<file path="config.mk">
export PLATFORM = sky130hd
export DESIGN_NAME = rd53_prog_delay_line
export DESIGN_NICKNAME = d
export VERILOG_FILES = /design/src/rtl/rd53_delay_pkg.sv /design/src/rtl/rd53_delay_chan.sv /design/src/rtl/rd53_prog_delay_line.sv
export SDC_FILE = /design/constraint.sdc
export NUM_CORES = 1
export LEC_CHECK = 0
export ABC_AREA = 1
export CELL_PAD_IN_SITES_DETAIL_PLACEMENT = 1
export CELL_PAD_IN_SITES_GLOBAL_PLACEMENT = 1
export CORE_UTILIZATION = 50
export DETAILED_ROUTE_END_ITERATION = 8
export PLACE_DENSITY = 0.91
export SYNTH_ARGS = -nofsm -noshare
export SYNTH_HDL_FRONTEND = slang
export SYNTH_HIERARCHICAL = 1
export SYNTH_SLANG_ARGS = --single-unit
export TNS_END_PERCENT = 1
</file>
<file path="constraint.sdc">
create_clock -name clk_i -period 3.3 [get_ports clk_i]
set_clock_uncertainty 0.05 [all_clocks]
set_input_delay 0.825 -clock clk_i [delete_from_list [all_inputs] [get_ports clk_i]]
set_output_delay 0.825 -clock clk_i [all_outputs]
set_load 0.02 [all_outputs]
</file>
<file path="src/rtl/rd53_delay_pkg.sv">
// Shared widths, state encoding and width helper for the programmable delay line.
`timescale 1ns/1ps
package rd53_delay_pkg;

  // Bits needed to hold the value itself (not value-1), minimum 1.
  function automatic int clog2(input int value);
    int width;
    width = 1;
    for (int i = 1; i < 31; i++) begin
      if ((value >> i) != 0) width = i + 1;
    end
    return width;
  endfunction

  localparam int NCH_DEFAULT     = 4;
  localparam int MAX_DLY_DEFAULT = 15;
  localparam int CH_W            = clog2(NCH_DEFAULT);
  localparam int DLY_W           = clog2(MAX_DLY_DEFAULT + 1);
  localparam int CNT_W           = 4;

  typedef enum logic {
    IDLE,
    FREEZE
  } freeze_state_t;

endpackage

</file>
<file path="src/rtl/rd53_delay_chan.sv">
// One delay channel: shift register, tap and source muxes, freeze FSM and output register.
`timescale 1ns/1ps
module rd53_delay_chan
  import rd53_delay_pkg::*;
#(
  parameter int MAX_DLY     = 15,
  parameter int DEFAULT_DLY = 0,
  parameter int FREEZE_CYC  = 2,
  parameter int DLY_WIDTH   = clog2(MAX_DLY + 1)
) (
  input  logic                 clk_i,
  input  logic                 rst_i,
  input  logic                 din_i,
  input  logic                 toggle_i,
  input  logic                 cfg_we_i,
  input  logic [DLY_WIDTH-1:0] cfg_dly_i,
  input  logic                 cfg_src_i,
  output logic                 dout_o,
  output logic                 busy_o
);

  logic [MAX_DLY:0]   sr_q, sr_d;
  logic [DLY_WIDTH-1:0] dly_q, dly_d;
  logic               src_q, src_d;
  logic               dout_q, dout_d;
  logic [CNT_W-1:0]   cnt_q, cnt_d;
  freeze_state_t      state_q, state_d;
  logic               src_bit;
  logic               tap;

  always_comb begin
    src_bit = src_q ? toggle_i : din_i;
    sr_d    = {sr_q[MAX_DLY-1:0], src_bit};
    tap     = 1'b0;
    for (int i = 0; i <= MAX_DLY; i++) begin
      if (dly_q == DLY_WIDTH'(i)) tap = sr_q[i];
    end
  end

  // The shift register keeps running while frozen; only the output register is held.
  always_comb begin
    state_d = state_q;
    cnt_d   = cnt_q;
    dout_d  = dout_q;
    dly_d   = dly_q;
    src_d   = src_q;
    if (cfg_we_i) begin
      dly_d = cfg_dly_i;
      src_d = cfg_src_i;
    end
    case (state_q)
      IDLE: begin
        dout_d = tap;
        if (cfg_we_i) begin
          state_d = FREEZE;
          cnt_d   = CNT_W'(FREEZE_CYC - 1);
        end
      end
      FREEZE: begin
        if (cnt_q == '0) state_d = IDLE;
        else             cnt_d   = cnt_q - 1'b1;
      end
      default: state_d = IDLE;
    endcase
  end

  always_ff @(posedge clk_i or posedge rst_i) begin
    if (rst_i) begin
      sr_q    <= '0;
      dly_q   <= DLY_WIDTH'(DEFAULT_DLY);
      src_q   <= 1'b0;
      dout_q  <= 1'b0;
      cnt_q   <= '0;
      state_q <= IDLE;
    end else begin
      sr_q    <= sr_d;
      dly_q   <= dly_d;
      src_q   <= src_d;
      dout_q  <= dout_d;
      cnt_q   <= cnt_d;
      state_q <= state_d;
    end
  end

  assign dout_o = dout_q;
  assign busy_o = (state_q == FREEZE);

endmodule

</file>
<file path="src/rtl/rd53_prog_delay_line.sv">
// Multi-channel programmable delay line: config decode, range check/clamp, error pulse, toggle source.
`timescale 1ns/1ps
module rd53_prog_delay_line
  import rd53_delay_pkg::*;
#(
  parameter  int NCH         = 4,
  parameter  int MAX_DLY     = 15,
  parameter  int DEFAULT_DLY = 0,
  parameter  int FREEZE_CYC  = 2,
  localparam int CH_WIDTH    = clog2(NCH),
  localparam int DLY_WIDTH   = clog2(MAX_DLY + 1)
) (
  input  logic                 clk_i,
  input  logic                 rst_i,
  input  logic [NCH-1:0]       din_i,
  output logic [NCH-1:0]       dout_o,
  input  logic                 cfg_valid_i,
  output logic                 cfg_ready_o,
  input  logic [CH_WIDTH-1:0]  cfg_ch_i,
  input  logic [DLY_WIDTH-1:0] cfg_dly_i,
  input  logic                 cfg_src_i,
  output logic                 cfg_err_o,
  output logic [NCH-1:0]       busy_o
);

  logic                 accept;
  logic                 ch_bad;
  logic                 dly_over;
  logic [DLY_WIDTH-1:0] dly_eff;
  logic [NCH-1:0]       cfg_we;
  logic                 toggle_q, toggle_d;
  logic                 cfg_err_q, cfg_err_d;

  // Range checks use the full port value, so out-of-range high bits are caught.
  always_comb begin
    accept    = cfg_valid_i & cfg_ready_o;
    ch_bad    = (32'(cfg_ch_i) >= NCH);
    dly_over  = (32'(cfg_dly_i) > MAX_DLY);
    dly_eff   = dly_over ? DLY_WIDTH'(MAX_DLY) : cfg_dly_i;
    cfg_err_d = accept & (ch_bad | dly_over);
    toggle_d  = ~toggle_q;
    cfg_we    = '0;
    for (int c = 0; c < NCH; c++) begin
      if (accept && !ch_bad && (cfg_ch_i == CH_WIDTH'(c))) cfg_we[c] = 1'b1;
    end
  end

  always_ff @(posedge clk_i or posedge rst_i) begin
    if (rst_i) begin
      toggle_q  <= 1'b0;
      cfg_err_q <= 1'b0;
    end else begin
      toggle_q  <= toggle_d;
      cfg_err_q <= cfg_err_d;
    end
  end

  for (genvar g = 0; g < NCH; g++) begin : g_chan
    rd53_delay_chan #(
      .MAX_DLY     (MAX_DLY),
      .DEFAULT_DLY (DEFAULT_DLY),
      .FREEZE_CYC  (FREEZE_CYC),
      .DLY_WIDTH   (DLY_WIDTH)
    ) u_chan (
      .clk_i     (clk_i),
      .rst_i     (rst_i),
      .din_i     (din_i[g]),
      .toggle_i  (toggle_q),
      .cfg_we_i  (cfg_we[g]),
      .cfg_dly_i (dly_eff),
      .cfg_src_i (cfg_src_i),
      .dout_o    (dout_o[g]),
      .busy_o    (busy_o[g])
    );
  end

  // Only one channel may be mid-freeze, so a busy channel blocks all config.
  assign cfg_ready_o = ~|busy_o;
  assign cfg_err_o   = cfg_err_q;

endmodule
</file>
**Word-level counts from Yosys, hierarchy flattened**

Cells that the tools add are included.

- Register bits after elaboration: 114
- Memory bits (writable): 0
- Memory bits (read-only): 0
- Output and inout port bits: 10
- Bits in latches: 0
- Memories: 0

- Muxes and demuxes: 97
- Eq/ne operators: 71
- $lt $le $gt $ge: 2
- Bitwise gates (word level): 8
- Add/subtract/negate cells: 4
- Divide/modulo/power cells: 0
- Shifts and indexed selects: 0
- Reduce and logical (&&, ||, !) cells: 21
- $mul: 0

Operators by type and width:

| kind | count |
|---|---|
| 5-bit by 4-bit == test with 1-bit output, second input constant | 32 |
| 5-bit by 3-bit == test with 1-bit output, second input constant | 16 |
| 1-bit 2-to-1 mux | 80 |
| 5-bit by 2-bit == test with 1-bit output, second input constant | 8 |
| 4-bit 2-to-1 mux | 8 |
| 4-bit case mux with 2 select lines | 4 |
| 5-bit by 1-bit == test with 1-bit output, second input constant | 4 |
| 5-bit zero test | 4 |
| 4-bit zero test | 4 |
| 4-bit by 1-bit subtractor with 4-bit output, second input constant | 4 |
| 2-bit by 1-bit inequality test with 1-bit output, second input constant | 4 |
| 2-bit inequality test, second input constant | 4 |
| 1-bit case mux with 2 select lines | 4 |
| 2-bit AND reduction | 4 |
| 3-bit by 2-bit == test with 1-bit output, second input constant | 2 |
| 5-bit by 4-bit greater-than comparator with 1-bit output, second input constant | 1 |
| 1-bit logical AND | 5 |
| 5-bit 2-to-1 mux | 1 |
| 1-bit inverter | 5 |
| 4-bit OR reduction | 1 |
| 3-bit by 1-bit == test with 1-bit output, second input constant | 1 |
| 3-bit greater-or-equal comparator, second input constant | 1 |
| 3-bit zero test | 1 |
| 1-bit AND | 2 |
| other kinds (2) | 3 |

**Depth between registers and ports, before layout**

Gate-level depths: netlist of the first run.

- Depth in word-level cells: 17
- Mapped depth: 12
- Mapped depth without buffers: 11

**Modules after synthesis**

Netlist of the first run, hierarchy kept.

By module, submodules not included:

| module | times used | area each (µm²) | cells each |
|---|---|---|---|
| rd53_delay_chan | 4 | 1,098.6 | 111 |
| rd53_prog_delay_line | 1 | 171.4 | 27 |

**Worst setup path after synthesis of the first run**

OpenSTA, ideal clock, no wires.

- Path type: register -> output
- From: reg g_chan[1].u_chan.state_q
- To: out cfg_ready_o
- Stages on the path, launching flop included: 2
- Data arrival time: 1,241 ps
- Slack: 1,184 ps
- Data required time: 2,425 ps
- Cell sequence: dfrtp_1 > nor4_1

- Cells in the longest elaborated chain, start to end: 2

RTL lines:

| what | line | RTL |
|---|---|---|
| from (decl) | rd53_delay_chan.sv:27 | `freeze_state_t state_q, state_d;` |
| from (signal assigned) | rd53_delay_chan.sv:81 | `state_q <= state_d;` |
| 4-bit OR reduction | rd53_prog_delay_line.sv:78 | `assign cfg_ready_o = ~\|busy_o;` |
| 1-bit zero test | rd53_prog_delay_line.sv:78 |  |
| to (decl) | rd53_prog_delay_line.sv:18 | `output logic cfg_ready_o,` |

No other way between the ends.

**Worst setup path after layout of the first run**

Ends and elaborated chain as after synthesis.

==> results.toml, run 1 <==
[pwr]
pwr-share-seq_pct = 41.0
p_per_area_nw_per_um2 = 1110
p_switching_mw = 2.39
power_mw = 6.16
comb_power_share_pct = 30.1
p_sw_share_pct = 38.7
max-vdd-ir-drop_mv = 0.479
leakagePower_nw = 2.67
clockPowerShare_pct = 28.9
p_int_mw = 3.78

[drt]
viasPerCell = 5.95
dr.pass1.iters = 4
wl_mm = 14.0
vias = 3797
wire_per_inst_um = 22.0
drt-initial-drc-count = 208
drc_errors = 0
ant_nets = 0

[synthesis]
syn_inst = 471
synth_flop_cell = "dfrtp_1"
ys_async_sr_fraction_pct = 100
synth_most_common_cell = "nand2_1"
syn_area_per_cell_um2 = 9.69
yosys.cell_types.count = 25
ys_seq_area_share_pct = 62.5
yosys_warnings = 6
netlist.area_leader.share_pct = 62.5
netlist_area_um2 = 4570
ys_top_cells_by_area = "dfrtp_1, nand2_1, inv_1, o21ai_0, nand3_1"
yosys.area.top_type = "dfrtp_1"
ys_top_cells_by_count = "nand2_1, dfrtp_1, inv_1"
ys_seq_elements = 114
synth_edf_count = 0

[cells_and_area]
nets = 539
final_util_pct = 63.2
n_antenna_cell = 0
areaGrowthSynthToFinish_pct = 21.3
layout-drive-gt1-share_pct = 11.9

[floorplanning]
ios = 26
die_w_um = 97.6
die_area_um2 = 9520
coreArea_um2 = 8760
start_util_pct = 52.1
dieHeight_um = 97.6
num_rows = 34

[setup_path]
ff2ff_path_depth = 10
endpoint = "cfg_ready_o"
endpoint_kind = "primary output"
worstSetupStartpoint = "g_chan[1].u_chan/busy_o$_DFF_PP0_"
cp-start-kind = "register"
worst-path-max-fanout = 6
worstPathArrival_ps = 2010
required_ps = 2420
rrSetupSlack_ps = 1240
worstSetupPathType = "register to primary output"
rr_endpoint = "g_chan[1].u_chan/cnt_q[3]$_DFFE_PP0P_"
crit-reg2reg-launch = "g_chan[3].u_chan/busy_o$_DFF_PP0_"

[clocking]
cts-root-buf = "clkbuf_8"
post-cts-setup-buffers = 0
clk_path_buf_depth = 2
clock_latency_ps = 510
ctsResizeCount = 0
postCtsHoldBufs = 0
cts_buffers = 17
clkSlewWorstSetupHoldPaths_ps = 50
htreeDepth = 4
cts_tree = "yes"
cts_sinks = 114

[grt]
grt-ovfl-total = 0
track_usage_pct = 32.5
grtUsageMet1_pct = 40.3
grt_pass1_wl_mm = 23.4
busiest_layer = "met2"
grt_pass1_vias = 4280
grt_max_degree = 29
antenna_found_initial = 0
use_met2_pct = 52.0
met3_usage_pct = 9.42

[placement]
post-dp-hpwl_mm = 7.80
place_congestion = 0.797
io_buffers = 25

[timing]
rsz0062_at_grt = "no"
fmax_ghz = 0.347
setup_tns_ps = 0
min_period_ps = 2880
min_period_over_period_pct = 87.4
setup_viol = 0
hold_violations = 0
drv_slew = 0

[hold_path]
hp-class = "register to register"

[status]
status = "complete, no violations"

[run]
maxCapViolations = 0
[through the flow]
stage / setup slack (ps) / cell area, um2 / hold slack, ps / instances
floorplan: 1180 / 4580 / 304 / 474
global placement: 858 / 4970 / 309 / 608
detailed placement: 735 / 4970 / 311 / 608
CTS: 441 / 5540 / 327 / 638
global route: 398 / 5540 / 340 / 638
finish: 415 / 5540 / 323 / 638
[cell type report]
class                           instances  area [um2]
Timing Repair Buffer                   34         318
Clock buffer                           25         494
Fill cell                             937        3220
Clock inverter                          5        75.1
Tap cell                              108         135
Multi-Input combinational cell        291        1420
Inverter                               61         249
Sequential cell                       114        2850
[kinds of logic (layout without fill, tap and decap cells)]
kind of cell	Yosys count	count (layout)	synth area share (%)
and+or+nand+nor	219	219	21.7
buffers and inverters	69	125	6.77
adders and majority gates	4	4	1.10
AOI/OAI and AO/OA	60	60	7.13
DFF	114	114	62.5
other	1	4	0.0821
xor gates and xnor gates	4	4	0.767
[placed cells by master (no fill, tap or decap), drive strengths merged]
cell type	n
buf	9
nand3b	4
nor4	1
o2111ai	4
conb	4
nand2	148
nor2	8
nand4	17
o21ai	40
nor3	4
clkdlybuf4s50	25
a21oi	8
clkinv	3
clkbuf	25
ha	4
dfrtp	114
inv	61
bufinv	2
xnor2	4
o22ai	8
or2	4
nand3	33
[worst max-delay path, cell delays in order (launching register included)]
cell	delay [ps]
dfrtp_1	470
nor4_1	350
clkdlybuf4s50_1	680
[worst min-delay path by stage]
stage,slack [ps],startpoint,cells past startpoint,end
finish,320,g_chan[2].u_chan/sr_q[8]$_DFF_PP0_,0,g_chan[2].u_chan/sr_q[9]$_DFF_PP0_
global route,340,g_chan[2].u_chan/sr_q[8]$_DFF_PP0_,0,g_chan[2].u_chan/sr_q[9]$_DFF_PP0_
CTS,330,g_chan[2].u_chan/sr_q[8]$_DFF_PP0_,0,g_chan[2].u_chan/sr_q[9]$_DFF_PP0_
detailed placement,310,g_chan[2].u_chan/sr_q[8]$_DFF_PP0_,0,g_chan[2].u_chan/sr_q[9]$_DFF_PP0_
global placement,310,g_chan[3].u_chan/sr_q[5]$_DFF_PP0_,0,g_chan[3].u_chan/sr_q[6]$_DFF_PP0_
floorplan,300,g_chan[0].u_chan/sr_q[9]$_DFF_PP0_,0,g_chan[0].u_chan/sr_q[10]$_DFF_PP0_
[registers in the layout, indices dropped and copies added (netlist names)]
register / count
g_chan.u_chan/src_q: 4
g_chan.u_chan/cnt_q: 16
g_chan.u_chan/dout_o: 4
g_chan.u_chan/dly_q: 20
g_chan.u_chan/sr_q: 64
toggle_q: 1
g_chan.u_chan/busy_o: 4
cfg_err_o: 1
[metal layers]
metal | share of wire [%] | routed length, um
met5 | 0 | 0
met4 | 4.0 | 561
met3 | 6.3 | 877
met2 | 49 | 6910
met1 | 40 | 5670
[power by group through the flow]
stage                     Combinational, mW  Sequential (mW)  Clock, mW
final                                  1.86             2.52       1.78
after global routing                   2.04             2.59       1.87
after CTS                              1.84             2.51       1.80
after detailed placement               1.68             2.47          0
after global placement                 1.52             2.44          0
after floorplan                        1.22             2.32          0
Power figures use the tool's default switching activity.
==> run 2: changes to the inputs <==
--- a/config.mk
+++ b/config.mk
@@ -13,6 +13,5 @@
 export PLACE_DENSITY = 0.91
 export SYNTH_ARGS = -nofsm -noshare
 export SYNTH_HDL_FRONTEND = slang
-export SYNTH_HIERARCHICAL = 1
 export SYNTH_SLANG_ARGS = --single-unit
 export TNS_END_PERCENT = 1
==> constraint.sdc (replaced) <==
create_clock -name clk_i -period 3.3 [get_ports clk_i]
set_clock_uncertainty 0.05 [all_clocks]
set_input_delay 0.825 -clock clk_i [delete_from_list [all_inputs] [get_ports clk_i]]
set_output_delay 0.825 -clock clk_i [all_outputs]
set_load 0.01 [all_outputs]
==> run 2 against run 1 <==
Against the previous run: area after synthesis grew 1.4%; sequential cell count is the same; die area grew 1.4%; sequential share of layout area shrank 0.55 points; wire length shrank 10%; synthesized cell count grew 1.1%; count of clock-buffer cells in the layout shrank 5; the run now ends with DRC left; maximum frequency grew 5.5%; clock power grew 11%; utilization grew 0.071 points; power grew 0.15%.
==> results.toml, run 2 <==
[clocking]
cts_buffers = 17
cts-root-buf = "clkbuf_8"
cts_sinks = 114
clk_path_buf_depth = 2
cts_tree = "yes"
clkSlewWorstSetupHoldPaths_ps = 60
ctsResizeCount = 0
post-cts-setup-buffers = 0
clock_latency_ps = 520
postCtsHoldBufs = 0
htreeDepth = 4

[synthesis]
synth_edf_count = 0
ys_seq_area_share_pct = 61.6
yosys.area.top_type = "dfrtp_1"
ys_async_sr_fraction_pct = 100
netlist_area_um2 = 4630
synth_flop_cell = "dfrtp_1"
ys_top_cells_by_count = "dfrtp_1, nand2_1, inv_1"
synth_most_common_cell = "dfrtp_1"
netlist.area_leader.share_pct = 61.6
yosys_warnings = 0
ys_seq_elements = 114
syn_inst = 476
ys_top_cells_by_area = "dfrtp_1, nand2_1, inv_1, o21ai_0, nor2_1"
syn_nets = 496
yosys.cell_types.count = 35
syn_area_per_cell_um2 = 9.73

[cells_and_area]
areaGrowthSynthToFinish_pct = 20.9
n_antenna_cell = 0
final_util_pct = 63.3
stdcell_area_um2 = 5600
reg.largest.list = "g_chan.u_chan.sr_q: 64 flops, g_chan.u_chan.dly_q: 20 flops, g_chan.u_chan.cnt_q: 16 flops"
top_register = "g_chan.u_chan.sr_q"
nets = 529
final_cell_mix = "dfrtp_1, nand2_1, inv_1"
largest_reg_flops = 64
fill_cells = 957
final_common_cell = "dfrtp_1"
layoutNonFillerInstCount = 630
layout-drive-gt1-share_pct = 10.3

[setup_path]
required_ps = 2420
cp-start-kind = "register"
endpoint_kind = "primary output"
critPathSlowestCell = "clkdlybuf4s50_1"
path_delay_family = "buffers and inverters"
crit_path_max_incr_delay_ps = 540
worstPathArrival_ps = 1860
path_buf_inv = 3
cp_cell_sequence = "inv_2 -> nand4_4 -> inv_1 -> clkdlybuf4s50_1"
worstSetupPathType = "register to primary output"
worst-path-max-fanout = 4

[drt]
vias = 3478
viasPerCell = 5.52
drc_errors = 1
ant_nets = 0
wire_per_inst_um = 20.0
dr.pass1.iters = 6
drt-initial-drc-count = 156
wl_mm = 12.6

[pwr]
p_per_area_nw_per_um2 = 1100
leakagePower_nw = 2.68
max-vdd-ir-drop_mv = 0.525

[floorplanning]
coreArea_um2 = 8850
die_area_um2 = 9650
ios = 26
dieHeight_um = 98.2
num_rows = 34
start_util_pct = 52.3
die_w_um = 98.2

[timing]
worst_pin_slew_ps = 599
fin_ws_ps = 566
fmax_ghz = 0.366
slew_headroom_pct = 60.1
setup_viol = 0
setup_tns_ps = 0
rsz0062_at_grt = "no"
drv_slew = 0
min_period_over_period_pct = 82.8
hold_violations = 0
min_period_ps = 2730

[placement]
place_area_um2 = 4960
post-dp-hpwl_mm = 7.55
placed_cells = 598
io_buffers = 25
dp_slack_ps = 696
place_congestion = 0.842

[status]
status = "finished, violations left"
violations = "DRC"

[grt]
grt_pass1_wl_mm = 20.9
track_usage_pct = 29.3
grt-ovfl-total = 0
antenna_found_initial = 0
grt_max_degree = 115
grt_pass1_vias = 3886

[run]
maxCapViolations = 0

[hold_path]
hp-class = "register to register"
## run 2: cell count changes after synthesis, moves of 8 or more
cell	previous run	this run
nand3_1	33	21
nand2_2	8	0
nor2_1	6	39
nor3_1	0	8
buf_4	0	8
nand2_1	140	93
nand4_1	16	7
inv_1	53	74
## run 2: power breakdown
| group | switching (mW) | internal, mW |
|---|---|---|
| registers | 0.507 | 1.97 |
| clock network | 0.680 | 1.29 |
| logic | 1.10 | 0.627 |
## run 2: routing by layer
metal  vias up  part of all wire [%]  GRT usage [%]
li1       1584                     -              -
met1      1772                    42           35.0
met2        91                    51           49.6
met3        31                   4.2           8.02
met4         0                   2.7           13.2
met5         -                     0              0
## run 2: cell type report
class / count / area (um2) / share of cell area [%]
clock inverters: 12 / 180 / 3.22
multi-input cells: 269 / 1390 / 24.8
repair buffers: 27 / 278 / 4.96
clock buffers: 20 / 455 / 8.13
inverters: 80 / 309 / 5.52
well taps: 108 / 135 / 2.41
flip-flops and latches: 114 / 2850 / 50.9
## run 2: worst paths after layout
kind                                                     from                               endpoint  slack [ps]  depth (start not counted)
min in group asynchronous                               rst_i     g_chan[3].u_chan.sr_q[7]$_DFF_PP0_         780                          3
max in group asynchronous                               rst_i  g_chan[2].u_chan.dly_q[1]$_DFFE_PP0P_        1950                          3
min                        g_chan[1].u_chan.sr_q[5]$_DFF_PP0_     g_chan[1].u_chan.sr_q[6]$_DFF_PP0_         320                          0
max reg2reg                 g_chan[0].u_chan.busy_o$_DFF_PP0_  g_chan[0].u_chan.cnt_q[0]$_DFFE_PP0P_        1250                          7
max                         g_chan[0].u_chan.busy_o$_DFF_PP0_                            cfg_ready_o         570                          4
min reg2reg                g_chan[1].u_chan.sr_q[5]$_DFF_PP0_     g_chan[1].u_chan.sr_q[6]$_DFF_PP0_         320                          0
## run 2: cell families (layout without fill, tap and decap cells)
kind of cell,after synthesis,in the layout,synth area share [%]
DFF,114,114,61.6
and+or+nand+nor,183,183,18.2
xor gates and xnor gates,8,8,1.51
buffers and inverters,93,139,8.40
adders and majority gates,4,4,1.08
AOI/OAI and AO/OA,74,74,9.24
## run 2: per-stage QoR
stage / hold slack (ps) / total power [mW]
3_5_place_dp: 310 / 4.06
4_1_cts: 323 / 6.19
6_report: 324 / 6.17
5_1_grt: 339 / 6.53
3_3_place_gp: 302 / 3.87
2_1_floorplan: 295 / 3.50
==> edit: new RTL, settings of run 1 <==
`MAX_DLY` is set to 15 in 2 places; all go to 30.
--- a/src/rtl/rd53_delay_chan.sv
+++ b/src/rtl/rd53_delay_chan.sv
@@ -3,7 +3,7 @@
 module rd53_delay_chan
   import rd53_delay_pkg::*;
 #(
-  parameter int MAX_DLY     = 15,
+  parameter int MAX_DLY     = 30,
   parameter int DEFAULT_DLY = 0,
   parameter int FREEZE_CYC  = 2,
   parameter int DLY_WIDTH   = clog2(MAX_DLY + 1)
--- a/src/rtl/rd53_prog_delay_line.sv
+++ b/src/rtl/rd53_prog_delay_line.sv
@@ -4,7 +4,7 @@
   import rd53_delay_pkg::*;
 #(
   parameter  int NCH         = 4,
-  parameter  int MAX_DLY     = 15,
+  parameter  int MAX_DLY     = 30,
   parameter  int DEFAULT_DLY = 0,
   parameter  int FREEZE_CYC  = 2,
   localparam int CH_WIDTH    = clog2(NCH),
Formal check against the unedited RTL: not equivalent (Yosys sat finds a counterexample within 4 cycles, from zero or initial values and one cycle with rst_i high).
==> edit against run 1 <==
Design area up 48%; combinational power up 50%; core utilization down 4.4 points; power up 37%; clock power up 4%; setup slack worse by 0.13 ns; area after synthesis up 57%; via count up 54%; routed wire length up 43%; final cell count up 57%; sequential cell count up 60; largest power group unchanged; highest routed layer unchanged.
==> edit: results (changes against run 1) <==
.. list-table::
   :header-rows: 1

   * - Metric
     - Value
   * - Global placement routability congestion
     - 0.914 (+15%)
   * - Number of nets at the end of the flow
     - 830 (+54%)
   * - Sequential-to-total area share from yosys stat
     - 60.9% (-1.6 points)
   * - Maximum clock insertion buffer count
     - 2 (unchanged)
   * - Distinct cells, synth
     - 26 (+4.0%)
   * - Biggest regs
     - g_chan.u_chan/sr_q (124), g_chan.u_chan/dly_q (20), g_chan.u_chan/cnt_q (16)
   * - Pin count of the biggest net entering global routing
     - 44 (+52%)
   * - Maximum fanout along the worst path
     - 5 (-1)
   * - Result of the run
     - completed
   * - Detailed-placement wirelength estimate
     - 13.1 mm (+68%)
   * - Drt total wl
     - 20.0 mm (+43%)
   * - Number of warning messages in the yosys log
     - 6 (unchanged)
   * - Global-route usage over all layers
     - 30.1% (-2.3 points)
   * - Wire length of the first global-routing pass
     - 33.3 mm (+43%)
   * - Number of buffers added on ports
     - 25 (unchanged)
   * - Leading post-synthesis cells by cell area
     - dfrtp_1, nand2_1, inv_1
   * - Peak supply drop
     - 0.000487 V (+1.5%)
   * - Post-Syn Area
     - 0.00715 mm² (+57%)
   * - Die ar.
     - 0.0148 mm² (+55%)
   * - Root buffer selected by CTS
     - clkbuf_16
   * - Static leakage
     - 0.00389 µW (+46%)
   * - Startpoint of the worst-slack reg-to-reg timing path
     - g_chan[3].u_chan/dly_q[0]
   * - Setup WS pre-CTS
     - 0.415 ns (-0.319 ns)
   * - First-pass iteration count of the detailed router
     - 4 (unchanged)
   * - Violation count after the first detailed-routing iteration
     - 441 (+110%)
   * - Clock network latency to the later pin of the worst-skew pair
     - 0.43 ns (-0.08 ns)
   * - Fraction of layout cells with a size suffix above 1
     - 8.88% (-3.0 points)
   * - Crit path arrival time
     - 2.14 ns (+0.13 ns)
   * - Most numerous cell types in the synthesized netlist
     - dfrtp_1, nand2_1, inv_1
   * - Hold wc startpoint
     - g_chan[3].u_chan/sr_q[24]
   * - Via count of the first global-routing pass
     - 6395 (+49%)
   * - Ratio of routed vias to standard cells
     - 5.82 (-2.2%)
   * - Total placed cells including tap cells
     - 971 (+60%)
   * - Share of flip-flops with an asynchronous set or reset after synthesis
     - 100% (unchanged)
edit: cell types whose count changed in the layout (fill, tap and decap cells not counted), moves of 12 or more:
cell	change
dfrtp_1	+60
nor2_1	+54
inv_1	+49
nand4_1	+36
nand2_1	+29
nand3_1	+29
nor2_2	+12
edit: report_power, final:
| group | total [µW] | switching (µW) | leakage (µW) | internal [µW] |
|---|---|---|---|---|
| Sequential | 3760 | 757 | 0.00212 | 3000 |
| Combinational | 2790 | 1950 | 0.00150 | 838 |
| Clock | 1860 | 778 | 0.000270 | 1090 |
edit: metrics by stage:
step / hold slack (ns) / util [%] / total power [µW] / instance area [µm²]
after CTS: 0.327 / 58.8 / 8390 / 8200
final: 0.322 / 58.8 / 8410 / 8200
after floorplan: 0.297 / - / 5320 / 7150
after detailed placement: 0.305 / 54.9 / 6370 / 7650
after global routing: 0.334 / 58.8 / 8910 / 8200
after global placement: 0.299 / 54.9 / 6090 / 7650
edit: cell families (layout without fill, tap and decap cells):
family,Yosys count,in the layout,share of synthesized area (%)
compound gates,68,68,5.60
xor+xnor,4,4,0.490
fa+ha+maj,4,4,0.700
buf+inv,126,177,6.61
flops,174,174,60.9
simple gates,395,395,25.7
edit: cell type report:
class / instances / area [µm²]
multi-input cells: 471 / 2330
well taps: 180 / 225
repair buffers: 36 / 333
clock buffers: 24 / 482
flip-flops and latches: 174 / 4350
fillers: 1550 / 5740
inverters: 110 / 413
clock inverters: 7 / 62.6
edit: routing by layer:
layer  vias up  global-route usage (%)  wire, µm  share of wire [%]
met5         -                       0         0                  0
met4         0                    13.8       556                2.8
met3        50                    5.81      1110                5.5
met2       211                    48.8      9970                 50
met1      2954                    39.3      8360                 42
li1       2618                       -         -                  -
edit: final timing paths:
kind	to	slack [ns]	cells after the start
setup / recovery	cfg_ready_o	0.29	2
hold / removal	g_chan[3].u_chan/sr_q[25]	0.32	0
setup reg to reg	g_chan[3].u_chan/dout_o	0.43	19
hold reg to reg	g_chan[3].u_chan/sr_q[25]	0.32	0
max in group asynchronous	g_chan[3].u_chan/sr_q[24]	1.82	3
min in group asynchronous	toggle_q	0.70	2
edit: critical path: stages (launching register included):
cell             delay (ns)
dfrtp_1                0.45
nor4_1                 0.55
clkdlybuf4s50_1        0.71
